$ cat config.mk
export PLATFORM = sky130hd
export DESIGN_NAME = mem_access_unit_flat
export DESIGN_NICKNAME = d
export VERILOG_FILES = /design/src/rtl/mem_access_unit_if.sv /design/src/rtl/mem_access_unit.sv /design/src/flat_wrapper.sv
export SDC_FILE = /design/constraint.sdc
export NUM_CORES = 1
export LEC_CHECK = 0
export ABC_AREA = 1
export CAP_MARGIN = 10
export CORE_UTILIZATION = 30
export CTS_BUF_LIST = sky130_fd_sc_hd__clkbuf_4
export DETAILED_ROUTE_END_ITERATION = 7
export PLACE_DENSITY = 0.65
export SYNTH_ARGS = -nofsm -noshare
export SYNTH_HDL_FRONTEND = slang
export SYNTH_SLANG_ARGS = --single-unit
$ cat constraint.sdc
create_clock -name clk -period 4.4 [get_ports clk]
set_clock_uncertainty 0.1 [all_clocks]
set_input_delay 1.1 -clock clk [delete_from_list [all_inputs] [get_ports clk]]
set_output_delay 1.1 -clock clk [all_outputs]
set_load 0.01 [all_outputs]
$ cat src/rtl/mem_access_unit_if.sv
// Request/response and data-memory bus bundle for mem_access_unit.
// The master modport is the sequencer; the slave modport is the CPU plus the memory.
interface mem_access_unit_if;
  logic        req_valid;
  logic        req_ready;
  logic        req_write;
  logic        req_byte;
  logic        req_signed;
  logic [17:0] req_addr;
  logic [31:0] req_wdata;
  logic        resp_valid;
  logic [31:0] resp_rdata;
  logic        busy;
  logic [17:0] mem_address;
  logic [31:0] mem_write_data;
  logic [31:0] mem_read_data;
  logic        mem_read;
  logic        mem_write;
  logic        mem_byte_operations;

  modport master (
    input  req_valid, req_write, req_byte, req_signed, req_addr, req_wdata, mem_read_data,
    output req_ready, resp_valid, resp_rdata, busy,
    output mem_address, mem_write_data, mem_read, mem_write, mem_byte_operations
  );

  modport slave (
    output req_valid, req_write, req_byte, req_signed, req_addr, req_wdata, mem_read_data,
    input  req_ready, resp_valid, resp_rdata, busy,
    input  mem_address, mem_write_data, mem_read, mem_write, mem_byte_operations
  );
endinterface

$ cat src/rtl/mem_access_unit.sv
// Load/store sequencer driving the shared data-memory bus with timed strobes.
// Define MEM_ACCESS_RMW_EN to turn byte stores into a word read-modify-write.
module mem_access_unit #(
  parameter int unsigned MEM_CYCLES = 2
) (
  input logic              clk,
  input logic              reset,
  mem_access_unit_if.master bus
);

  localparam logic [2:0] IDLE   = 3'd0;
  localparam logic [2:0] RD     = 3'd1;
  localparam logic [2:0] WR     = 3'd2;
  localparam logic [2:0] DONE   = 3'd3;
`ifdef MEM_ACCESS_RMW_EN
  localparam logic [2:0] RMW_RD = 3'd4;
  localparam logic [2:0] RMW_WR = 3'd5;
`endif

  localparam logic [3:0] LAST_CNT = 4'(MEM_CYCLES - 1);

  logic [2:0]  state_q, state_d;
  logic [3:0]  cnt_q, cnt_d;
  logic        write_q, byte_q, signed_q;
  logic [17:0] addr_q;
  logic [31:0] wdata_q;
  logic [31:0] rdata_q;

  logic        phase_end;
  logic        accept;
  logic        rd_phase;
  logic [7:0]  lane;
  logic [31:0] load_data;

  assign phase_end = (cnt_q == LAST_CNT);
  assign accept    = (state_q == IDLE) && bus.req_valid;
`ifdef MEM_ACCESS_RMW_EN
  assign rd_phase  = (state_q == RD) || (state_q == RMW_RD);
`else
  assign rd_phase  = (state_q == RD);
`endif

  always_comb begin
    state_d = state_q;
    cnt_d   = '0;
    case (state_q)
      IDLE: begin
        if (bus.req_valid) begin
          if (!bus.req_write) begin
            state_d = RD;
          end else begin
`ifdef MEM_ACCESS_RMW_EN
            state_d = bus.req_byte ? RMW_RD : WR;
`else
            state_d = WR;
`endif
          end
        end
      end
      RD, WR: begin
        if (phase_end) state_d = DONE;
        else           cnt_d   = cnt_q + 4'd1;
      end
`ifdef MEM_ACCESS_RMW_EN
      // Write phase follows the read directly so the merged word is never stale.
      RMW_RD: begin
        if (phase_end) state_d = RMW_WR;
        else           cnt_d   = cnt_q + 4'd1;
      end
      RMW_WR: begin
        if (phase_end) state_d = DONE;
        else           cnt_d   = cnt_q + 4'd1;
      end
`endif
      DONE:    state_d = IDLE;
      default: state_d = IDLE;
    endcase
  end

  always_ff @(posedge clk) begin
    if (reset) begin
      state_q  <= IDLE;
      cnt_q    <= '0;
      write_q  <= 1'b0;
      byte_q   <= 1'b0;
      signed_q <= 1'b0;
      addr_q   <= '0;
      wdata_q  <= '0;
      rdata_q  <= '0;
    end else begin
      state_q <= state_d;
      cnt_q   <= cnt_d;
      if (accept) begin
        write_q  <= bus.req_write;
        byte_q   <= bus.req_byte;
        signed_q <= bus.req_signed;
        addr_q   <= bus.req_addr;
        wdata_q  <= bus.req_wdata;
      end
      if (rd_phase && phase_end) rdata_q <= bus.mem_read_data;
    end
  end

  // Odd address selects the low byte of the halfword.
  assign lane      = addr_q[0] ? rdata_q[7:0] : rdata_q[15:8];
  assign load_data = byte_q ? {{24{signed_q & lane[7]}}, lane} : rdata_q;

  always_comb begin
    bus.req_ready           = (state_q == IDLE);
    bus.busy                = (state_q != IDLE);
    bus.resp_valid          = 1'b0;
    bus.resp_rdata          = '0;
    bus.mem_address         = '0;
    bus.mem_write_data      = '0;
    bus.mem_read            = 1'b0;
    bus.mem_write           = 1'b0;
    bus.mem_byte_operations = 1'b0;
    case (state_q)
      RD: begin
        bus.mem_read            = 1'b1;
        bus.mem_address         = addr_q;
        bus.mem_byte_operations = byte_q;
      end
      WR: begin
        bus.mem_write           = 1'b1;
        bus.mem_address         = addr_q;
        bus.mem_byte_operations = byte_q;
        bus.mem_write_data      = byte_q ? {16'h0000, wdata_q[7:0], wdata_q[7:0]} : wdata_q;
      end
`ifdef MEM_ACCESS_RMW_EN
      RMW_RD: begin
        bus.mem_read    = 1'b1;
        bus.mem_address = {1'b0, addr_q[17:1]};
      end
      RMW_WR: begin
        bus.mem_write      = 1'b1;
        bus.mem_address    = {1'b0, addr_q[17:1]};
        bus.mem_write_data = addr_q[0] ? {rdata_q[31:8], wdata_q[7:0]}
                                       : {rdata_q[31:16], wdata_q[7:0], rdata_q[7:0]};
      end
`endif
      DONE: begin
        bus.resp_valid = 1'b1;
        bus.resp_rdata = write_q ? 32'h0 : load_data;
      end
      default: ;
    endcase
  end

endmodule

$ cat src/flat_wrapper.sv
// flat-port wrapper written by rule: the top's interface ports become plain ports
module mem_access_unit_flat 
#(
  parameter int unsigned MEM_CYCLES = 2
)
  (clk, reset, bus_req_valid, bus_req_write, bus_req_byte, bus_req_signed, bus_req_addr, bus_req_wdata, bus_mem_read_data, bus_req_ready, bus_resp_valid, bus_resp_rdata, bus_busy, bus_mem_address, bus_mem_write_data, bus_mem_read, bus_mem_write, bus_mem_byte_operations);
  mem_access_unit_if bus_i ();
  input logic clk;
  input logic reset;
  input wire logic [$bits(bus_i.req_valid)-1:0] bus_req_valid;
  input wire logic [$bits(bus_i.req_write)-1:0] bus_req_write;
  input wire logic [$bits(bus_i.req_byte)-1:0] bus_req_byte;
  input wire logic [$bits(bus_i.req_signed)-1:0] bus_req_signed;
  input wire logic [$bits(bus_i.req_addr)-1:0] bus_req_addr;
  input wire logic [$bits(bus_i.req_wdata)-1:0] bus_req_wdata;
  input wire logic [$bits(bus_i.mem_read_data)-1:0] bus_mem_read_data;
  output wire logic [$bits(bus_i.req_ready)-1:0] bus_req_ready;
  output wire logic [$bits(bus_i.resp_valid)-1:0] bus_resp_valid;
  output wire logic [$bits(bus_i.resp_rdata)-1:0] bus_resp_rdata;
  output wire logic [$bits(bus_i.busy)-1:0] bus_busy;
  output wire logic [$bits(bus_i.mem_address)-1:0] bus_mem_address;
  output wire logic [$bits(bus_i.mem_write_data)-1:0] bus_mem_write_data;
  output wire logic [$bits(bus_i.mem_read)-1:0] bus_mem_read;
  output wire logic [$bits(bus_i.mem_write)-1:0] bus_mem_write;
  output wire logic [$bits(bus_i.mem_byte_operations)-1:0] bus_mem_byte_operations;
  assign bus_i.req_valid = bus_req_valid;
  assign bus_i.req_write = bus_req_write;
  assign bus_i.req_byte = bus_req_byte;
  assign bus_i.req_signed = bus_req_signed;
  assign bus_i.req_addr = bus_req_addr;
  assign bus_i.req_wdata = bus_req_wdata;
  assign bus_i.mem_read_data = bus_mem_read_data;
  assign bus_req_ready = bus_i.req_ready;
  assign bus_resp_valid = bus_i.resp_valid;
  assign bus_resp_rdata = bus_i.resp_rdata;
  assign bus_busy = bus_i.busy;
  assign bus_mem_address = bus_i.mem_address;
  assign bus_mem_write_data = bus_i.mem_write_data;
  assign bus_mem_read = bus_i.mem_read;
  assign bus_mem_write = bus_i.mem_write;
  assign bus_mem_byte_operations = bus_i.mem_byte_operations;
  mem_access_unit #(.MEM_CYCLES(MEM_CYCLES)) u_core (.clk(clk), .reset(reset), .bus(bus_i));
endmodule
==> summary.md, run 1 <==
| Metric | Value |
|---|---|
| Reg-to-reg critical path endpoint | u_core.rdata_q[0]$_SDFFE_PP0P_ |
| Skew-Pair Late Insertion Delay | 0.46 ns |
| Gpl congestion | 0.776 |
| Total CTS buffers | 9 |
| Cell variety after synth | 25 |
| Post-Syn Nets | 699 |
| Area Growth Syn to Fin | 44.6% |
| CP endpoint kind | output port |
| Cells along the critical path | inv_1 > ha_1 > nand2_2 > a21oi_1 > clkdlybuf4s50_1 |
| DP Area | 5970 um^2 |
| Fin crit share | 84.9% |
| Worst Setup Start Kind | flip-flop |
| Met3 WL | 1040 um |
| Hold_buf cts | 0 |
| First DRT Iteration DRCs | 219 |
| Clock transition at path regs | 0.14 ns |
| Post-Syn Area | 4200 um^2 |
| Port buffer count | 175 |
| Detailed Place HPWL | 8040 um |
| Die height | 120 um |
| Top Ports | 176 |
| Critical path arrival | 2.53 ns |
| Design Area, Final | 6070 um^2 |
| Worst vdd ir | 194 uV |
| Int Power | 1560 uW |
| Worst Hold End | u_core.rdata_q[27]$_SDFFE_PP0P_ |
| DRC viols | 0 |
| WP buf/inv | 2 |
| Cell count after synthesis | 603 |
| Clk sinks | 91 |
| Setup_tns | 0 ns |
| Wl on met1 | 5510 um |
| Logic gate share of total power | 41.7% |
| Top cell family by delay on the critical path | buffers and inverters |
| Antenna Nets Post-Route | 0 |
| Switching portion of total power | 39.0% |
| H-tree depth | 3 |
| Clk buf depth | 2 |
| CP max stage cell | clkdlybuf4s50_1 |
| TritonRoute pass-1 iters | 4 |
| Clock network fraction of total power | 15.5% |
| Sw Pwr | 999 uW |
| Status | complete, no violations |
| Leak pwr | 0.00243 uW |
| Worst-margin pin slew | 0.901 ns |
| Vias in the first global route | 3734 |
| Seq/Total Area, Yosys | 43.4% |
| CTS root buf | clkbuf_4 |
| Min Tclk post-route | 3.73 ns |
| Hold_sp | u_core.rdata_q[27]$_SDFFE_PP0P_ |
| Pin count of the biggest net entering global routing | 65 |
| Critical Path RT | 3.20 ns |
| # fillers | 1437 |
| Vias | 4142 |
| WL/cell | 12.6 um |
| Via/cell ratio | 4.43 |
| Post-cts repair resize count | 0 |
| Mean post-synth cell area | 6.96 um^2 |
| Total of max-cap violations | 0 |
| Yosys warnings | 0 |
| Post-CTS setup buffers | 0 |
| Max-slew violation count | 0 |
| Nets | 849 |
| Met2 wire length | 5080 um |
| Setup CP Type | flip-flop to output port |
| FF-to-FF Start | u_core.state_q[1]$_SDFFE_PP0P_ |
| FF+latch count, synth | 91 |
| RSZ-0062 raised after global routing | false |
| Worst slew margin | 39.8% |
| Die Area | 14500 um^2 |
| Reg power frac | 42.7% |
| Initial Utilization | 31.2% |
| Gr usage total | 16.4% |
| Power per standard cell area | 422 nW/um^2 |
| Global route overflow | 0 |
| Worst Path Max Fanout | 15 |
| Diode count | 0 |
| Top Metal Used | met4 |
| F_max | 268 MHz |
| # rows | 42 |
| Reg2Reg Depth | 5 |
| Worst hold path depth | 2 |
| First-pass GRT wire length | 18700 um |
| Final number of setup-violating endpoints | 0 |
| Initial antenna violation count | 0 |
| Die W | 120 um |
| Worst path max stage delay | 0.56 ns |
| Final hold vios | 0 |
| Core area | 13500 um^2 |
| Fraction of layout cells with a size suffix above 1 | 5.80% |
| Worst min-delay path category | flip-flop to flip-flop |
| CTS tree | yes |
| DRT Wirelength | 11800 um |
| R2R Setup Slk | 2.41 ns |
-- synthesized netlist by cell type, drive strengths merged --
cell type	n	area (um^2)
a211oi	1	7.51
a21oi	53	265
buf	28	199
clkbuf	12	46.3
dfxtp	91	1820
ha	8	100
inv	73	274
nand2	57	234
nand3	5	37.5
nor2	179	707
o21ai	93	480
or2	1	6.26
xnor2	1	8.76
xor2	1	8.76
-- cells in the final DEF (no fill, tap or decap), types with 2 or more instances in the layout --
cell type / instances
dfxtp_1: 90
buf_4: 3
nand2_4: 2
clkdlybuf4s50_1: 175
nand2_2: 2
ha_1: 8
inv_1: 70
inv_2: 3
nand3_1: 4
nor2_2: 11
nand2_1: 53
o21ai_0: 57
a21oi_1: 53
o21ai_2: 4
clkbuf_4: 9
nor2_1: 167
clkinv_1: 2
clkinv_2: 4
o21ai_1: 32
-- power groups by stage --
| stage | clock network [uW] | registers, uW | logic, uW |
|---|---|---|---|
| 2_1_floorplan | 0 | 1080 | 708 |
| 3_3_place_gp | 0 | 1110 | 1090 |
| 3_5_place_dp | 0 | 1120 | 1090 |
| 4_1_cts | 419 | 1100 | 1090 |
| 5_1_grt | 453 | 1120 | 1210 |
| 6_report | 397 | 1100 | 1070 |
-- final cells by class --
type | count | area [um^2] | share of cell area [%]
Clock inverter | 7 | 35.0 | 0.577
Multi-Input combinational cell | 399 | 1860 | 30.6
Sequential cell | 91 | 1820 | 30.0
Clock buffer | 9 | 67.6 | 1.11
Inverter | 73 | 274 | 4.51
Tap cell | 176 | 220 | 3.63
Timing Repair Buffer | 179 | 1790 | 29.6
-- through the flow --
step                      hold WS [ns]  cells  utilization (%)  worst slack (ns)  power (uW)
after floorplan                  0.322    603                -              1.89        1790
after global placement           0.333    918             44.4              1.15        2200
after detailed placement         0.337    918             44.4              1.15        2200
after CTS                        0.357    934             45.1             0.585        2610
after global routing             0.371    934             45.1             0.436        2780
final                            0.353    934             45.1             0.666        2560
-- tightest hold or removal path: cells and delay by family (launching register included) --
kind | cells | cell delay, ns
compound gates | 1 | 0.05
flops | 1 | 0.33
buf+inv | 1 | 0.05
-- how the worst max path moves through the flow --
stage,slack (ns),cells after the start,startpoint,end
6_report,0.67,5,u_core.state_q[0]$_SDFFE_PP0P_,bus_mem_write_data[13]
5_1_grt,0.44,5,u_core.state_q[0]$_SDFFE_PP0P_,bus_mem_write_data[8]
4_1_cts,0.59,5,u_core.state_q[0]$_SDFFE_PP0P_,bus_mem_write_data[8]
3_5_place_dp,1.15,5,u_core.state_q[0]$_SDFFE_PP0P_,bus_mem_write_data[8]
3_3_place_gp,1.15,5,u_core.state_q[0]$_SDFFE_PP0P_,bus_mem_write_data[13]
2_1_floorplan,1.89,6,u_core.state_q[0]$_SDFFE_PP0P_,bus_mem_write_data[20]
-- metal layers --
layer / global-route usage (%) / vias up
li1: - / 2172
met1: 21.3 / 1814
met2: 25.1 / 143
met3: 5.66 / 13
met4: 6.25 / 0
met5: 0 / -
-- kinds of logic (layout without fill, tap and decap cells) --
logic type | Yosys count | count (layout) | share of synthesized area, %
AOI/OAI and AO/OA | 147 | 147 | 17.9
adders and majority gates | 8 | 8 | 2.39
DFF | 91 | 91 | 43.4
and+or+nand+nor | 242 | 242 | 23.5
xor gates and xnor gates | 2 | 2 | 0.417
buffers and inverters | 113 | 268 | 12.4
-- flip-flops by register name, indices dropped and copies added, names as in the netlist --
name and flops:
u_core.addr_q 18, u_core.byte_q 1, u_core.cnt_q 4, u_core.rdata_q 32, u_core.signed_q 1, u_core.state_q 2
u_core.wdata_q 32, u_core.write_q 1
No activity file was read; power rests on OpenSTA's default activity.
==> inputs of run 2 (changes only) <==
PLACE_DENSITY = 0.67   (was 0.65)
clock period = 3.2 ns   (was 4.4 ns; I/O delays follow)
==> run 2 against run 1 <==
Register-to-register slack worse by 1.2 ns. Cell count is 0.64% higher. Core utilization is 1.1 points higher. Cell area is 2.4% higher. Worst setup slack worse by 0.55 ns. First-iteration DRC count is 12% higher. Global-route usage is 0.44 points higher. Largest power group is now combinational cells. Clock power is 61% higher. Critical endpoint is now bus_mem_write_data[14]. Power is 45% higher. Hold slack worse by 0.0027 ns. Non-clock buffer count is 6 higher.
==> summary.md, run 2 (same netlist as run 1, synthesis figures left out) <==
| Metric | Value |
|---|---|
| Status | complete, no violations |
| DRT Wirelength | 12000 um |
| Worst hold path depth | 2 |
| Worst path max stage delay | 0.56 ns |
| DRC viols | 0 |
| Final number of setup-violating endpoints | 0 |
| Initial antenna violation count | 0 |
| Die W | 120 um |
| Worst-margin pin slew | 0.693 ns |
| Total of max-cap violations | 0 |
| Port buffer count | 175 |
| Total CTS buffers | 9 |
| Setup CP Type | flip-flop to output port |
| Clk buf depth | 2 |
| Worst vdd ir | 301 uV |
| Worst Setup Start Kind | flip-flop |
| Hold_buf cts | 0 |
| R2R Setup Slk | 1.22 ns |
| CTS tree | yes |
| Fraction of layout cells with a size suffix above 1 | 7.07% |
| Final worst slack | 0.119 ns |
| Hold_sp | u_core.rdata_q[23]$_SDFFE_PP0P_ |
| First DRT Iteration DRCs | 246 |
| Power per standard cell area | 597 nW/um^2 |
| Overall power | 3710 uW |
| Clock network fraction of total power | 17.2% |
| Worst slew margin | 53.8% |
| Crit. Startpoint | u_core.state_q[0]$_SDFFE_PP0P_ |
| Vias in the first global route | 3880 |
| First-pass GRT wire length | 19300 um |
| Util after Layout | 46.2% |
| Commonest cells after routing, fill and taps aside | nor2_1 (167), clkdlybuf4s50_1 (164), dfxtp_1 (88) |
| Setup_tns | 0 ns |
| Worst Hold End | u_core.rdata_q[23]$_SDFFE_PP0P_ |
| Top Ports | 176 |
| Switching portion of total power | 37.3% |
| Via/cell ratio | 4.43 |
| Logic gate share of total power | 42.2% |
| Diode count | 0 |
| CP max stage cell | clkdlybuf4s50_1 |
| Cells along the critical path | inv_1 > ha_1 > buf_12 > nand2_1 > a21oi_1 > clkdlybuf4s50_1 |
| Area Growth Syn to Fin | 48.2% |
| H-tree depth | 3 |
| Nets | 855 |
| Worst slack, placed | 0.422 ns |
| Antenna Nets Post-Route | 0 |
| TritonRoute pass-1 iters | 4 |
| F_max | 325 MHz |
| Min Tclk post-route | 3.08 ns |
| Final hold vios | 0 |
| Top flop regs | u_core.rdata_q (32), u_core.wdata_q (32), u_core.addr_q (18) |
| Gpl congestion | 0.825 |
| RSZ-0062 raised after global routing | true |
| Die Area | 14500 um^2 |
| FF-to-FF Start | u_core.state_q[1]$_SDFFE_PP0P_ |
| Global route overflow | 0 |
| Worst min-delay path category | flip-flop to flip-flop |
| Gr usage total | 16.9% |
| Sw Pwr | 1380 uW |
| Reg power frac | 40.5% |
| Clock transition at path regs | 0.14 ns |
| Fin crit share | 96.3% |
| # fillers | 1376 |
| Post-route insts no fill | 940 |
| Initial Utilization | 31.2% |
| # rows | 42 |
| Reg-to-reg critical path endpoint | u_core.rdata_q[0]$_SDFFE_PP0P_ |
| Vias | 4167 |
| Leak pwr | 0.00269 uW |
| Pin count of the biggest net entering global routing | 88 |
| Die height | 120 um |
| WL/cell | 12.8 um |
| Skew-Pair Late Insertion Delay | 0.44 ns |
| CTS root buf | clkbuf_4 |
| Dpl cells | 923 |
| Worst Path Max Fanout | 25 |
| CP endpoint kind | output port |
| Critical Path RT | 2.30 ns |
| Core area | 13500 um^2 |
| Max-slew violation count | 0 |
| Detailed Place HPWL | 8520 um |
| Clk sinks | 91 |
| Reg2Reg Depth | 5 |
| Critical path arrival | 2.18 ns |
| Commonest non-fill, non-tap cell in the layout | nor2_1 |
| Int Power | 2330 uW |
## run 2: cell types whose count changed in the layout (fill, tap and decap cells not counted), sizes merged
cell	before	now
clkdlybuf4s50	175	164
dlymetal6s2s	0	11
buf	4	10
clkbuf	9	13
clkinv	6	2
bufinv	0	1
clkinvlp	1	0
## run 2: repair_timing
item | 4_1_cts | 5_1_grt
gates resized for setup | 6 | 16
endpoints found under the setup margin | 50 | 30
endpoints found under the hold margin | 0 | 0
buffers inserted | 1 | 0
gates cloned | 0 | 0
pin swaps | 1 | 0
## run 2: final cells by class
cell class,count,area [um^2],area share [%]
Clock buffer,13,97.6,1.57
Tap cell,176,220,3.54
Inverter,73,274,4.41
Timing Repair Buffer,185,1890,30.3
Multi-Input combinational cell,399,1870,30.1
Sequential cell,91,1830,29.4
Clock inverter,3,38.8,0.624
## run 2: worst max-delay path: cells and delay by family (launching register included)
family | cells | cell delay [ns]
buf+inv | 3 | 0.86
flops | 1 | 0.38
fa+ha+maj | 1 | 0.21
compound gates | 1 | 0.16
simple gates | 1 | 0.11
## run 2: layer usage
metal / wire length, um / track usage [%]
met2: 5390 / 26.6
met5: 0 / 0
met1: 5410 / 21.6
met4: 176 / 5.86
met3: 1050 / 5.52
## run 2: worst max path at each step
stage | end | slack (ns) | depth (start not counted)
finish | bus_mem_write_data[14] | 0.12 | 6
global route | bus_mem_address[16] | -0.04 | 6
CTS | bus_mem_write_data[8] | 0.01 | 6
detailed placement | bus_resp_rdata[12] | 0.42 | 8
global placement | bus_mem_address[17] | 0.45 | 6
floorplan | bus_mem_write_data[20] | 0.99 | 6
## run 2: per-stage QoR
| step | cell area, um^2 | hold slack [ns] |
|---|---|---|
| global placement | 6000 | 0.332 |
| finish | 6220 | 0.350 |
| floorplan | 4200 | 0.322 |
| CTS | 6170 | 0.355 |
| global route | 6220 | 0.371 |
| detailed placement | 6000 | 0.336 |
## run 2: power by group through the flow
stage               clock (uW)  combinational [uW]  sequential (uW)
floorplan                    0                 973             1480
global placement             0                1540             1520
detailed placement           0                1550             1530
CTS                        675                1580             1510
global route               729                1760             1540
finish                     640                1570             1500
==> inputs of run 3 (changes only) <==
--- a/config.mk
+++ b/config.mk
@@ -7,7 +7,9 @@
 export LEC_CHECK = 0
 export ABC_AREA = 1
+export ABC_CLOCK_PERIOD_IN_PS = 3200
 export CAP_MARGIN = 10
 export CORE_UTILIZATION = 30
 export CTS_BUF_LIST = sky130_fd_sc_hd__clkbuf_4
+export CTS_CLUSTER_DIAMETER = 50
 export DETAILED_ROUTE_END_ITERATION = 7
 export PLACE_DENSITY = 0.67
==> constraint.sdc (replaced) <==
create_clock -name clk -period 3.2 [get_ports clk]
set_clock_uncertainty 0.1 [all_clocks]
set_input_delay 0.8 -clock clk [delete_from_list [all_inputs] [get_ports clk]]
set_output_delay 0.8 -clock clk [all_outputs]
set_load 0.005 [all_outputs]
==> run 3 against run 2 <==
Power shrank 3.4%. Non-clock buffer count grew 1. Clock power shrank 15%. Global-route usage grew 0.052 points. Largest cell class is now multi-input gates. Highest routed layer unchanged.
==> summary.md, run 3 (same netlist as run 1, synthesis figures left out) <==
| Metric | Value |
|---|---|
| Status | complete, no violations |
| Min Tclk post-route | 3.10 ns |
| Port buffer count | 175 |
| Die W | 120 um |
| Top flop regs | u_core.rdata_q (32), u_core.wdata_q (32), u_core.addr_q (18) |
| Power per standard cell area | 578 nW/um^2 |
| F_max | 322 MHz |
| Setup_tns | 0 ns |
| Via/cell ratio | 4.51 |
| DRT Wirelength | 12200 um |
| Area Growth Syn to Fin | 48.0% |
| Commonest non-fill, non-tap cell in the layout | clkdlybuf4s50_1 |
| Hold_buf cts | 0 |
| # rows | 42 |
| Global route overflow | 0 |
| Initial antenna violation count | 0 |
| CP endpoint kind | output port |
| Critical path arrival | 2.20 ns |
| Initial Utilization | 31.2% |
| Top Ports | 176 |
| Die Area | 14500 um^2 |
| Setup CP Type | flip-flop to output port |
| Skew-Pair Late Insertion Delay | 0.45 ns |
| WL/cell | 13.0 um |
| Nets | 858 |
| Die height | 120 um |
| Gr usage total | 16.9% |
| Util after Layout | 46.2% |
| Worst-margin pin slew | 0.690 ns |
| Core area | 13500 um^2 |
| RSZ-0062 raised after global routing | true |
| TritonRoute pass-1 iters | 6 |
| Worst Path Max Fanout | 6 |
| H-tree depth | 3 |
| Pin count of the biggest net entering global routing | 88 |
| Fin crit share | 96.9% |
| Clock transition at path regs | 0.12 ns |
| First-pass GRT wire length | 19200 um |
| Total of max-cap violations | 0 |
| Vias in the first global route | 3860 |
| DRC viols | 0 |
| Commonest cells after routing, fill and taps aside | clkdlybuf4s50_1 (171), nor2_1 (165), dfxtp_1 (88) |
| Vias | 4238 |
| Leak pwr | 0.00255 uW |
| Worst vdd ir | 351 uV |
| # fillers | 1420 |
| Design Area, Final | 6210 um^2 |
| Worst Setup Start Kind | flip-flop |
| Critical Path RT | 2.30 ns |
| R2R Setup Slk | 1.23 ns |
| Fraction of layout cells with a size suffix above 1 | 7.46% |
| Worst min-delay path category | flip-flop to flip-flop |
| Clk buf depth | 2 |
| Final number of setup-violating endpoints | 0 |
| Total CTS buffers | 9 |
| Clk sinks | 91 |
| CTS tree | yes |
| Gpl congestion | 0.794 |
| Diode count | 0 |
| CTS root buf | clkbuf_4 |
| Final hold vios | 0 |
| Max-slew violation count | 0 |
| Worst slew margin | 54.0% |
| First DRT Iteration DRCs | 133 |
| Antenna Nets Post-Route | 0 |
| Detailed Place HPWL | 8310 um |
| DP Area | 6020 um^2 |
[run 3: cell count changes in the layout (fill, tap and decap cells not counted), moves of 2 or more]
| cell | delta |
|---|---|
| dlymetal6s2s_1 | -7 |
| nor2_1 | -2 |
| clkdlybuf4s50_1 | +7 |
| nor2_2 | +2 |
[run 3: path summary, 6_finish.rpt]
kind | startpoint | to | depth (start not counted)
max reg2reg | u_core.state_q[1]$_SDFFE_PP0P_ | u_core.rdata_q[0]$_SDFFE_PP0P_ | 5
min reg2reg | u_core.rdata_q[19]$_SDFFE_PP0P_ | u_core.rdata_q[19]$_SDFFE_PP0P_ | 2
max | u_core.state_q[1]$_SDFFE_PP0P_ | bus_resp_rdata[10] | 8
min | u_core.rdata_q[19]$_SDFFE_PP0P_ | u_core.rdata_q[19]$_SDFFE_PP0P_ | 2
[run 3: critical path, stage by stage, from the launching register on]
cell	delay [ns]
dfxtp_4	0.39
ha_1	0.16
inv_1	0.07
nor2_4	0.14
o21ai_2	0.09
inv_4	0.15
nand2_4	0.12
nor2_1	0.12
clkdlybuf4s50_1	0.51
[run 3: per-stage QoR]
stage          hold WS, ns  power [uW]  instances  setup slack [ns]
2_1_floorplan        0.322        2400        603              1.10
6_report             0.352        3590        940            0.0977
3_3_place_gp         0.331        3010        923             0.523
5_1_grt              0.364        3890        940           -0.0349
4_1_cts              0.355        3590        936           0.00633
3_5_place_dp         0.336        3020        923             0.435
[run 3: area by class of cell]
type / count / area, um^2 / area share (%)
inverter: 73 / 277 / 4.45
tap: 176 / 220 / 3.55
timing repair buffer: 186 / 1880 / 30.2
multi-input combinational: 401 / 1910 / 30.8
clock inverter: 1 / 3.75 / 0.0604
clock buffer: 12 / 90.1 / 1.45
sequential: 91 / 1830 / 29.5
[run 3: report_power, final]
part / total (uW) / leakage [uW] / switching (uW) / internal (uW)
Combinational: 1540 / 0.00175 / 846 / 695
Sequential: 1510 / 0.000748 / 135 / 1370
Clock: 541 / 0.0000568 / 369 / 172
Total: 3590 / 0.00255 / 1350 / 2240
[run 3: repair_timing]
action,CTS,global route
pin swaps,0,1
setup buffers,0,2
resized for setup,5,13
endpoints found under the hold margin,0,0
setup endpoints to repair,44,44
cloned,0,2
[run 3: per-layer routing]
layer  wire length (um)  vias up  global-route usage (%)
met1               5180     1868                    20.1
met4                197        0                    5.40
met2               5520      171                    26.8
met5                  0        -                       0
met3               1280       15                    8.11
li1                   -     2184                       -
